**config.mk**
```make
export PLATFORM = sky130hd
export DESIGN_NAME = gbe_tx_arbiter
export DESIGN_NICKNAME = d
export VERILOG_FILES = /design/src/rtl/gbe_tx_arb_pkg.sv /design/src/rtl/gbe_tx_arbiter_rr_pick.sv /design/src/rtl/gbe_tx_arbiter.sv
export SDC_FILE = /design/constraint.sdc
export NUM_CORES = 1
export LEC_CHECK = 0
export BUFFER_PORTS_ARGS = -buffer_cell sky130_fd_sc_hd__buf_2
export CAP_MARGIN = 5
export CELL_PAD_IN_SITES_DETAIL_PLACEMENT = 0
export CELL_PAD_IN_SITES_GLOBAL_PLACEMENT = 2
export CORE_AREA = 2 2 287 289
export DETAILED_ROUTE_END_ITERATION = 7
export DIE_AREA = 0 0 289 291
export PLACE_DENSITY_LB_ADDON = 0.2
export RECOVER_POWER = 100
export SLEW_MARGIN = 20
export SYNTH_ARGS = -nofsm -noshare
export SYNTH_HDL_FRONTEND = slang
export SYNTH_HIERARCHICAL = 1
export SYNTH_SLANG_ARGS = --single-unit
```
**constraint.sdc**
```tcl
create_clock -name clk -period 6.1 [get_ports clk]
set_clock_uncertainty 0.05 [all_clocks]
set_input_delay 1.22 -clock clk [delete_from_list [all_inputs] [get_ports clk]]
set_output_delay 1.22 -clock clk [all_outputs]
set_load 0.01 [all_outputs]
```
**src/rtl/gbe_tx_arb_pkg.sv**
```systemverilog
// Shared types and defaults for the GbE transmit arbiter.
// Latency: n/a (declarations only).
// Backpressure: n/a.
package gbe_tx_arb_pkg;

  // Arbiter phases: waiting for a request, forwarding a packet,
  // discarding the tail of a truncated packet, enforcing the inter-packet gap.
  typedef enum logic [1:0] {
    IDLE  = 2'd0,
    XFER  = 2'd1,
    DRAIN = 2'd2,
    GAP   = 2'd3
  } arb_state_t;

  localparam int DEF_DIN_WIDTH = 128;
  localparam int DEF_LEN_WIDTH = 16;

endpackage

```
**src/rtl/gbe_tx_arbiter_rr_pick.sv**
```systemverilog
// Round-robin priority picker: first requester strictly after ptr, wrapping.
// Latency: purely combinational.
// Backpressure: none; any=0 when nothing requests.
module rr_pick #(
  parameter int N  = 4,
  parameter int IW = $clog2(N)
) (
  input  logic [N-1:0]  req,
  input  logic [IW-1:0] ptr,
  output logic [N-1:0]  gnt,
  output logic [IW-1:0] idx,
  output logic          any
);

  logic [IW-1:0] cand;

  // Scan ptr+1, ptr+2, ... ptr+N (mod N); the last candidate is ptr itself.
  always_comb begin
    gnt  = '0;
    idx  = '0;
    any  = 1'b0;
    cand = '0;
    for (int i = 1; i <= N; i++) begin
      cand = IW'((int'(ptr) + i) % N);
      if (!any && req[cand]) begin
        any       = 1'b1;
        gnt[cand] = 1'b1;
        idx       = cand;
      end
    end
  end

endmodule

```
**src/rtl/gbe_tx_arbiter.sv**
```systemverilog
// Packet-granular round-robin arbiter sharing one GbE packetizer input among N_SRC sources.
// Latency: grant 1 cycle after an accepted request; dout/dout_valid/dout_eof 1 cycle behind the granted source.
// Backpressure: tx_afull and en only hold off new grants; a packet in flight always runs to its eof.
module gbe_tx_arbiter
  import gbe_tx_arb_pkg::*;
#(
  parameter int DIN_WIDTH = DEF_DIN_WIDTH,
  parameter int N_SRC     = 4,
  parameter int LEN_WIDTH = DEF_LEN_WIDTH
) (
  input  logic                       clk,
  input  logic                       rst,
  input  logic                       en,
  input  logic [N_SRC-1:0]           src_req,
  output logic [N_SRC-1:0]           src_grant,
  input  logic [N_SRC*DIN_WIDTH-1:0] src_din,
  input  logic [N_SRC-1:0]           src_valid,
  input  logic [N_SRC-1:0]           src_eof,
  input  logic [31:0]                ifg_cycles,
  input  logic [LEN_WIDTH-1:0]       max_len,
  input  logic                       tx_afull,
  output logic [DIN_WIDTH-1:0]       dout,
  output logic                       dout_valid,
  output logic                       dout_eof,
  output logic [31:0]                pkt_count,
  output logic                       trunc_err,
  output logic                       busy
);

  localparam int IW = $clog2(N_SRC);

  arb_state_t           state, state_nxt;
  logic [IW-1:0]        ptr;
  logic [LEN_WIDTH-1:0] word_cnt, word_cnt_inc;
  logic [31:0]          gap_cnt;

  logic [N_SRC-1:0]     pick_gnt;
  logic [IW-1:0]        pick_idx;
  logic                 pick_any;

  logic                 g_valid, g_eof, max_hit, gap_done;
  logic [DIN_WIDTH-1:0] g_din;
  logic                 grant_ld, grant_clr, fwd, pkt_done, trunc_set;

  rr_pick #(.N(N_SRC), .IW(IW)) u_pick (
    .req (src_req),
    .ptr (ptr),
    .gnt (pick_gnt),
    .idx (pick_idx),
    .any (pick_any)
  );

  // ptr doubles as the index of the granted source while a packet is open.
  assign g_valid      = src_valid[ptr];
  assign g_eof        = src_eof[ptr];
  assign g_din        = src_din[int'(ptr) * DIN_WIDTH +: DIN_WIDTH];
  assign word_cnt_inc = word_cnt + {{(LEN_WIDTH-1){1'b0}}, 1'b1};
  assign max_hit      = (max_len != '0) && (word_cnt_inc == max_len);
  // gap_cnt counts GAP cycles already spent; ifg_cycles=0 still spends one.
  assign gap_done     = (gap_cnt + 32'd1) >= ifg_cycles;
  assign busy         = (state != IDLE);

  // State register.
  always_ff @(posedge clk) begin
    if (rst) state <= IDLE;
    else     state <= state_nxt;
  end

  // Next-state and per-cycle datapath strobes.
  always_comb begin
    state_nxt = state;
    grant_ld  = 1'b0;
    grant_clr = 1'b0;
    fwd       = 1'b0;
    pkt_done  = 1'b0;
    trunc_set = 1'b0;
    case (state)
      IDLE: begin
        if (en && !tx_afull && pick_any) begin
          grant_ld  = 1'b1;
          state_nxt = XFER;
        end
      end
      XFER: begin
        if (g_valid) begin
          fwd = 1'b1;
          if (g_eof) begin
            // eof wins over a coincident length limit: not a truncation
            pkt_done  = 1'b1;
            grant_clr = 1'b1;
            state_nxt = GAP;
          end else if (max_hit) begin
            pkt_done  = 1'b1;
            trunc_set = 1'b1;
            state_nxt = DRAIN;
          end
        end
      end
      DRAIN: begin
        if (g_valid && g_eof) begin
          grant_clr = 1'b1;
          state_nxt = GAP;
        end
      end
      GAP: begin
        if (gap_done) state_nxt = IDLE;
      end
      default: state_nxt = IDLE;
    endcase
  end

  // Registered output path; dout holds its last value between words.
  always_ff @(posedge clk) begin
    if (rst) begin
      dout       <= '0;
      dout_valid <= 1'b0;
      dout_eof   <= 1'b0;
    end else begin
      dout_valid <= fwd;
      dout_eof   <= fwd & (g_eof | max_hit);
      if (fwd) dout <= g_din;
    end
  end

  // Grant, pointer and per-packet counters.
  always_ff @(posedge clk) begin
    if (rst) begin
      src_grant <= '0;
      ptr       <= IW'(N_SRC - 1);
      word_cnt  <= '0;
      gap_cnt   <= '0;
    end else begin
      if (grant_ld) begin
        src_grant <= pick_gnt;
        ptr       <= pick_idx;
        word_cnt  <= '0;
      end else begin
        if (grant_clr) src_grant <= '0;
        if (fwd)       word_cnt  <= word_cnt_inc;
      end
      if (state == GAP) gap_cnt <= gap_cnt + 32'd1;
      else              gap_cnt <= '0;
    end
  end

  // Status: packets forwarded and sticky truncation flag.
  always_ff @(posedge clk) begin
    if (rst) begin
      pkt_count <= '0;
      trunc_err <= 1'b0;
    end else begin
      if (pkt_done)  pkt_count <= pkt_count + 32'd1;
      if (trunc_set) trunc_err <= 1'b1;
    end
  end

endmodule

```
Word-level counts from Yosys, hierarchy flattened
Index checks and enable logic that the tools add are counted.
{"block": "word_totals", "regBits": 219, "output_inout_bits": 168}
{"block": "op_classes", "addsub": 7, "order_cmp": 10, "n_eq_ne": 9, "shifts": 1, "muxes": 56, "bitwise_logic": 6, "reduce_logical": 22}
{"op": "indexed part select 512 x 10 -> 128 bit", "n": 1}
{"op": "adder 32 x 1 -> 32 bit, second input constant", "n": 2}
{"op": ">= comparator 32 bit", "n": 1}
{"op": "2-to-1 mux 1 bit", "n": 28}
{"op": "2-to-1 mux 4 bit", "n": 6}
{"op": "2-to-1 mux 2 bit", "n": 10}
{"op": "adder 16 x 1 -> 16 bit, second input constant", "n": 1}
{"op": "== test 16 bit", "n": 1}
{"op": "nonzero test 16 bit", "n": 1}
{"op": "less-than comparator 2 x 3 -> 1 bit, second input constant", "n": 5}
{"op": "binary-select mux 1 bit (select 2 bit)", "n": 6}
{"op": "OR 4 bit", "n": 3}
{"op": "logical AND 1 bit", "n": 11}
{"op": "demux 1 bit (select 2 bit)", "n": 4}
{"op": ">= comparator 2 x 1 -> 1 bit, second input constant", "n": 4}
{"op": "!= test 2 bit, second input constant", "n": 4}
{"op": "one-hot mux 2 bit (4 select lines)", "n": 1}
{"op": "AND reduction 5 bit", "n": 1}
{"op": "adder 2 x 1 -> 2 bit, second input constant", "n": 2}
{"op": "adder 2 bit, second input constant", "n": 2}
{"op": "== test 2 bit, second input constant", "n": 2}
{"op": "logical NOT 1 bit", "n": 4}
{"op": "nonzero test 2 bit", "n": 2}
{"op": "OR reduction 2 bit", "n": 2}
{"op": "other kinds (7)", "n": 7}

Longest topological paths before layout
Gate-level depths: netlist of the first run.
{"block": "depth", "ltp_word": 17, "depth_mapped": 17, "mapped_depth_nobuf": 17}

By module
The synthesis of the first run kept the hierarchy.
{"module": "gbe_tx_arbiter", "n_inst": 1, "cells_each": 1390, "area_each_um2": 12938.7, "seq_area_each_um2": 4384.2}
{"module": "rr_pick", "n_inst": 1, "cells_each": 86, "area_each_um2": 629.4, "seq_area_each_um2": 0.0}

Worst setup path before layout of the first run
OpenSTA, ideal clock, no wires.
{"block": "synth_timing", "kind": "in2reg", "from": "in max_len[8]", "to": "reg pkt_count[20]", "setup_time_ps": 70, "t_arrival_ps": 3500, "required_ps": 5980, "path_slack_ps": 2479, "path_stages": 9, "path_buffers": 1, "cell_sequence": "xnor2_1 > xnor2_1 > o41a_1 > a211o_1 > o41a_4 > or4_1 > buf_2 > or3_1 > a21oi_1"}
{"block": "synth_via", "elab_chain_cells": 6}
{"element": "start: declaration", "line": "gbe_tx_arbiter.sv:20", "text": "input logic [LEN_WIDTH-1:0] max_len,"}
{"element": "== test 16 bit / nonzero test 16 bit (equally long branches)", "line": "gbe_tx_arbiter.sv:58", "text": "assign max_hit = (max_len != '0) && (word_cnt_inc == max_len);"}
{"element": "logical AND 1 bit *", "line": "gbe_tx_arbiter.sv:58"}
{"element": "2-to-1 mux 1 bit *", "line": "gbe_tx_arbiter.sv:92", "text": "end else if (max_hit) begin"}
{"element": "2-to-1 mux 1 bit *", "line": "gbe_tx_arbiter.sv:87", "text": "if (g_eof) begin"}
{"element": "2-to-1 mux 1 bit *", "line": "gbe_tx_arbiter.sv:85", "text": "if (g_valid) begin"}
{"element": "2-to-1 mux 1 bit *", "line": "gbe_tx_arbiter.sv:77", "text": "case (state)"}
{"element": "end signal: assignment", "line": "gbe_tx_arbiter.sv:152", "text": "if (pkt_done) pkt_count <= pkt_count + 32'd1;"}
{"element": "end: declaration", "line": "gbe_tx_arbiter.sv:25", "text": "output logic [31:0] pkt_count,"}
Mark *: on every way between the ends. The rest lies on a longest branch, timed or not.
A chain may end at the register's enable or synchronous reset.

Final worst setup path of the first run
{"block": "layout_timing", "from": "in rst", "to": "reg dout[1]"}
{"element": "start: declaration", "line": "gbe_tx_arbiter.sv:12", "text": "input logic rst,"}
{"element": "end signal: assignment", "line": "gbe_tx_arbiter.sv:121", "text": "if (fwd) dout <= g_din;"}
{"element": "end: declaration", "line": "gbe_tx_arbiter.sv:22", "text": "output logic [DIN_WIDTH-1:0] dout,"}
No word-level cell between the ends.

==> flow_summary.yaml, run 1 <==
critical_path:
  critPathTopFamily: "buffers and inverters"
  worstPathRequired_ns: 6.39
  crit_buf_inv: 2
  cp_slowest_cell: "clkbuf_1"
  slowest_delay_ns: 1.97
  start_kind: "primary input"
  criticalPathCategory: "in2reg"
  worstPathArrival_ns: 5.02
  path_max_fanout: 70
  end_kind: "register"
  worstPathCellList: "clkbuf_1 -> clkbuf_2 -> a21oi_1"
placed_design:
  postPlaceCellArea_sq_um: 18300
  hpwl_mm: 76.3
  place_congestion: 0.964
  io_buffers: 743
  post-place-ws_ns: 1.83
  placed_cells: 3194
global_route:
  grt_start_max_net_pins: 93
  grt_pass1_wl_mm: 124
  overflow: 0
  antenna_found_initial: 126
  gr-usage-all-layers_pct: 21.4
  grt_pass1_vias: 15000
cts:
  hold_buffers: 0
  htreeDepth: 2
  clkTransAtPathRegs_ns: 0.06
  clock_sinks: 219
  cts_buffers: 35
  clock_latency_ns: 0.55
  cts_setup_buffers: 0
  cts_resized: 0
  cts_buffer_depth: 3
  tritoncts: "done"
  root_buffer: "clkbuf_16"
final_layout:
  fill_cells: 9065
  layout-drive-gt1-share_pct: 36.4
  stdcell_count: 3300
  fin_nets: 2784
  fin_area_sq_um: 19400
  layout-area-overhead-vs-synth_pct: 42.6
power_and_ir_drop:
  leakage_uw: 0.00790
  internal_power_uw: 3550
  max-vdd-ir-drop_uv: 132
  p_per_area_nw_per_um2: 282
  pwr-share-clk_pct: 38.0
  seqPwrFrac_pct: 31.0
  switchingPower_uw: 1910
  combPwrFrac_pct: 31.0
  netSwitchingFraction_pct: 34.9
sta:
  finalSetupViolCount: 0
  setup_ws_ns: 1.37
  finalCriticalPeriod_ns: 4.73
  holdWs_ns: 0.403
  final_max_slew_viol_count: 318
  fin_tns_setup_ns: 0
  period_share_pct: 77.6
  worst_pin_slew_ns: 2.84
  fmax_mhz: 211
  finalHoldViolCount: 0
  rsz0062_at_grt: "false"
  relSlewSlack_pct: -89.3
logic_synthesis:
  synth_async_sr_flop_share_pct: 0
  syn_inst: 1476
  synth.distinct_cells: 61
  ys_top_cells_by_count: "313 x nand2_1, 219 x dfxtp_1, 155 x a21oi_1, 132 x mux4_2, 79 x clkbuf_1"
  ys.flop_type: "dfxtp_1"
  synth_seq_cells: 219
  yosysMostFrequentCell: "nand2_1"
  yosys-top-cells-area: "dfxtp_1 32%, mux4_2 22%, nand2_1 8.7%"
  synth.largest_area_cell: "dfxtp_1"
  syn_area_per_cell_sq_um: 9.19
  yosysSeqAreaShare_pct: 32.3
  synthesis.area_sq_um: 13600
  yosysTopAreaCellShare_pct: 32.3
  ys.warnings.count: 6
  syn_nets: 2099
  synth_edf_count: 0
run:
  cap_violations: 6
drt:
  wl_per_cell_um: 27.9
  wl_mm: 92.1
  drt_first_pass_iters: 5
  num_vias: 14800
  via_per_inst: 4.47
  initialDrtViolationCount: 840
  drtAntennaViolNets: 0
  drcViolationCount: 0
die:
  die_h_um: 291
  die_area_sq_um: 84100
  fp.coreArea_sq_um: 81200
  rows: 105
  initial_utilization_pct: 16.7
  die_w_um: 289
  io_pins: 744
run_status:
  violations: "max-capacitance violations, max-slew violations"
  status: "finished with violations"
min_path:
  hold_path_class: "reg2reg"
cells by family after synthesis:
logic type / synth area share (%)
buffers and inverters: 4.70
AOI/OAI and AO/OA: 10.7
xor gates and xnor gates: 4.45
and+or+nand+nor: 20.1
adders and majority gates: 4.33
muxes: 23.4
DFF: 32.3
flip-flops by register name (all words and copies together) (netlist names):
signal and cells:
state 2, gap_cnt 32, word_cnt 16, pkt_count 32
trunc_err 1, dout 128, src_grant 4, dout_eof 1
ptr 2, dout_valid 1
metrics by stage:
stage	util, %	power, uW
6_report	23.8	5460
5_1_grt	23.7	5770
4_1_cts	24.0	5620
3_5_place_dp	22.6	3470
3_3_place_gp	22.6	3480
2_1_floorplan	-	2710
worst min-delay path, delay by kind of cell, from the launching register on:
kind               cells  cell delay [ns]
AOI/OAI and AO/OA      1             0.05
and+or+nand+nor        1             0.05
DFF                    1             0.30
layout make-up:
type / count / area (sq um) / share of cell area [%]
Clock buffer: 51 / 1050 / 5.41
Antenna cell: 46 / 115 / 0.595
Inverter: 50 / 188 / 0.970
Sequential cell: 219 / 4390 / 22.7
Clock inverter: 9 / 110 / 0.569
Timing Repair Buffer: 755 / 3610 / 18.6
Multi-Input combinational cell: 1100 / 8560 / 44.2
Tap cell: 1070 / 1340 / 6.92
layer usage:
metal  vias to the layer above  wire length (um)  GRT usage, %
li1                       6733                 -             -
met1                      7077             37100          26.0
met2                       667             40800          33.9
met3                       210             10700          9.87
met4                        68              3080          5.41
met5                         -               428             0
power by group through the flow:
| stage | Clock (uW) | Sequential, uW | Combinational [uW] |
|---|---|---|---|
| floorplan | 0 | 1740 | 974 |
| global placement | 0 | 1710 | 1760 |
| detailed placement | 0 | 1710 | 1760 |
| CTS | 2170 | 1690 | 1760 |
| global route | 2200 | 1710 | 1860 |
| finish | 2080 | 1690 | 1690 |
placed cells by master, fill, tap and decap left out, types with 4 or more instances in the layout:
master	instances
and3_1	11
buf_4	5
nor3_1	15
o21ai_0	20
inv_1	50
a2111o_1	4
a31oi_1	7
mux4_2	132
clkbuf_1	177
clkbuf_8	9
o31ai_1	7
clkbuf_16	36
nor4_1	15
and4_1	8
clkinv_2	5
or3_1	16
xor2_1	31
o21a_1	5
buf_2	574
a211o_1	5
a21o_1	9
nand3_1	38
nand3b_1	6
diode_2	46
o211ai_1	5
nor2_1	74
a211oi_1	6
a21oi_1	155
nor2b_1	44
nand2_1	312
mux2_2	14
xnor2_1	38
mux2i_1	5
dfxtp_1	217
ha_1	47
nand2b_1	4
a22oi_1	5
or4_1	4
nand4_1	27
path summary, 6_finish.rpt:
check	slack (ns)	depth (start not counted)	start	end
hold reg to reg	0.40	2	dout[83]	dout[83]
hold / removal	0.40	2	dout[83]	dout[83]
setup reg to reg	1.72	8	ptr[1]	src_grant[2]
setup / recovery	1.37	3	rst	dout[1]
Note: power is estimated with default switching activity, not from simulation.
==> inputs of run 2 (changes only) <==
CORE_AREA = 2 2 290 292   (was 2 2 287 289)
DIE_AREA = 0 0 292 294   (was 0 0 289 291)
clock period = 4.5 ns   (was 6.1 ns; I/O delays follow)
==> flow_summary.yaml, run 2 (synthesis results as in run 1) <==
drt:
  drtAntennaViolNets: 0
  initialDrtViolationCount: 869
  drcViolationCount: 0
  wl_mm: 91.5
  wl_per_cell_um: 27.6
  num_vias: 14800
  drt_first_pass_iters: 5
  via_per_inst: 4.47
global_route:
  grt_pass1_vias: 15000
  antenna_found_initial: 123
  grt_pass1_wl_mm: 123
  overflow: 0
  gr-usage-all-layers_pct: 20.7
  grt_start_max_net_pins: 130
final_layout:
  fin_nets: 2787
  fin_area_sq_um: 19400
  fill_cells: 9330
  top_register: "dout"
  top_regs: "dout (128), gap_cnt (32), pkt_count (32)"
  layout-area-overhead-vs-synth_pct: 43.0
  final_cell_mix: "574 x buf_2, 312 x nand2_1, 218 x dfxtp_1"
  seq_area_sq_um: 4390
  layout_commonest_cell: "buf_2"
  multi_input_area_sq_um: 8540
  largest_reg_flops: 128
  layout-drive-gt1-share_pct: 36.1
die:
  die_h_um: 294
  initial_utilization_pct: 16.4
  die_area_sq_um: 85800
  fp.coreArea_sq_um: 82900
  io_pins: 744
  die_w_um: 292
  rows: 106
critical_path:
  path_max_fanout: 5
  worstReg2RegEnd: "state[0]"
  worstPathCellList: "ha_1 -> inv_1 -> nor2_1 -> and3_1 -> nand3_1 -> nor2_1 -> and4_1 -> xor2_1 -> ha_1 -> nand4_1 -> nor2_1 -> nand2_1 -> nor4_1 -> o21ai_0 -> o31a_1 -> a311oi_1"
  worstPathRequired_ns: 4.88
  crit_buf_inv: 1
  cp_slowest_cell: "nor4_1"
  r2r_slack_ns: 0.47
  path_common_cell: "nor2_1"
  start_kind: "register"
  rr_worst_depth: 16
  cp-startpoint: "gap_cnt[0]"
  timing.rr.start: "gap_cnt[0]"
  slowest_delay_ns: 0.47
  end_kind: "register"
  critPathTopFamily: "simple AND/OR/NAND/NOR gates"
  worstPathArrival_ns: 4.41
  criticalPathCategory: "reg2reg"
cts:
  cts_buffers: 36
  cts_buffer_depth: 3
  root_buffer: "clkbuf_16"
  clkTransAtPathRegs_ns: 0.05
  tritoncts: "done"
  cts_resized: 0
  htreeDepth: 2
  clock_sinks: 219
  hold_buffers: 0
  clock_latency_ns: 0.54
  cts_setup_buffers: 0
sta:
  relSlewSlack_pct: -3.43
  final_max_slew_viol_count: 63
  finalHoldViolCount: 0
  period_share_pct: 89.5
  finalCriticalPeriod_ns: 4.03
  rsz0062_at_grt: "false"
  fmax_mhz: 248
  worst_pin_slew_ns: 1.55
  fin_tns_setup_ns: 0
  finalSetupViolCount: 0
  holdWs_ns: 0.403
  setup_ws_ns: 0.474
min_path:
  hold_start: "dout[7]"
  hold_path_class: "reg2reg"
  whs_path_depth: 2
  hold_end: "dout[7]"
power_and_ir_drop:
  max-vdd-ir-drop_uv: 200
  leakage_uw: 0.00791
  p_per_area_nw_per_um2: 382
placed_design:
  post-place-ws_ns: 0.437
  io_buffers: 743
  place_congestion: 0.949
  hpwl_mm: 76.1
  postPlaceCellArea_sq_um: 18400
run:
  cap_violations: 2
run_status:
  violations: "max-capacitance violations, max-slew violations"
  status: "finished with violations"
-- run 2: changes by cell type in the layout (fill, tap and decap cells not counted), moves of 2 or more --
cell	delta
clkbuf_16	+2
clkbuf_1	+3
diode_2	-3
clkbuf_2	-3
clkbuf_4	+4
clkinv_2	-5
-- run 2: layout make-up --
class                   count  share of cell area (%)
diodes                     43                   0.555
clock buffers              56                    5.66
clock inverters             4                   0.432
inverters                  50                   0.967
multi-input cells        1100                    44.0
flip-flops and latches    219                    22.6
well taps                1080                    6.96
repair buffers            757                    18.8
-- run 2: per-stage QoR --
stage	cells	util [%]	power, uW
6_report	3309	23.4	7400
4_1_cts	3266	23.6	7630
2_1_floorplan	1476	-	3670
3_3_place_gp	3206	22.2	4690
5_1_grt	3281	23.3	7820
3_5_place_dp	3206	22.2	4700
-- run 2: worst min-delay path, stage by stage, from the launching register on --
cell     delay [ns]
dfxtp_1        0.30
nand2_1        0.05
a21oi_1        0.05
-- run 2: layer usage --
metal / up-vias / track usage [%] / routed length, um / share of wire (%)
met3: 216 / 9.41 / 10100 / 11
li1: 6741 / - / - / -
met2: 612 / 32.9 / 40800 / 45
met4: 66 / 5.83 / 3050 / 3.3
met1: 7159 / 25.1 / 37100 / 41
met5: - / 0 / 433 / 0.47
-- run 2: how the worst max path moves through the flow --
stage,cells after the start,to
2_1_floorplan,9,pkt_count[20]
3_3_place_gp,16,state[0]
3_5_place_dp,16,state[0]
4_1_cts,16,state[0]
5_1_grt,16,state[0]
6_report,16,state[0]
-- run 2: power by group --
part	switching [uW]	internal (uW)	leakage (uW)	total, uW
Sequential	137	2130	0.00177	2270
Combinational	1330	955	0.00556	2290
Clock	1070	1780	0.000573	2850
Total	2540	4870	0.00791	7400
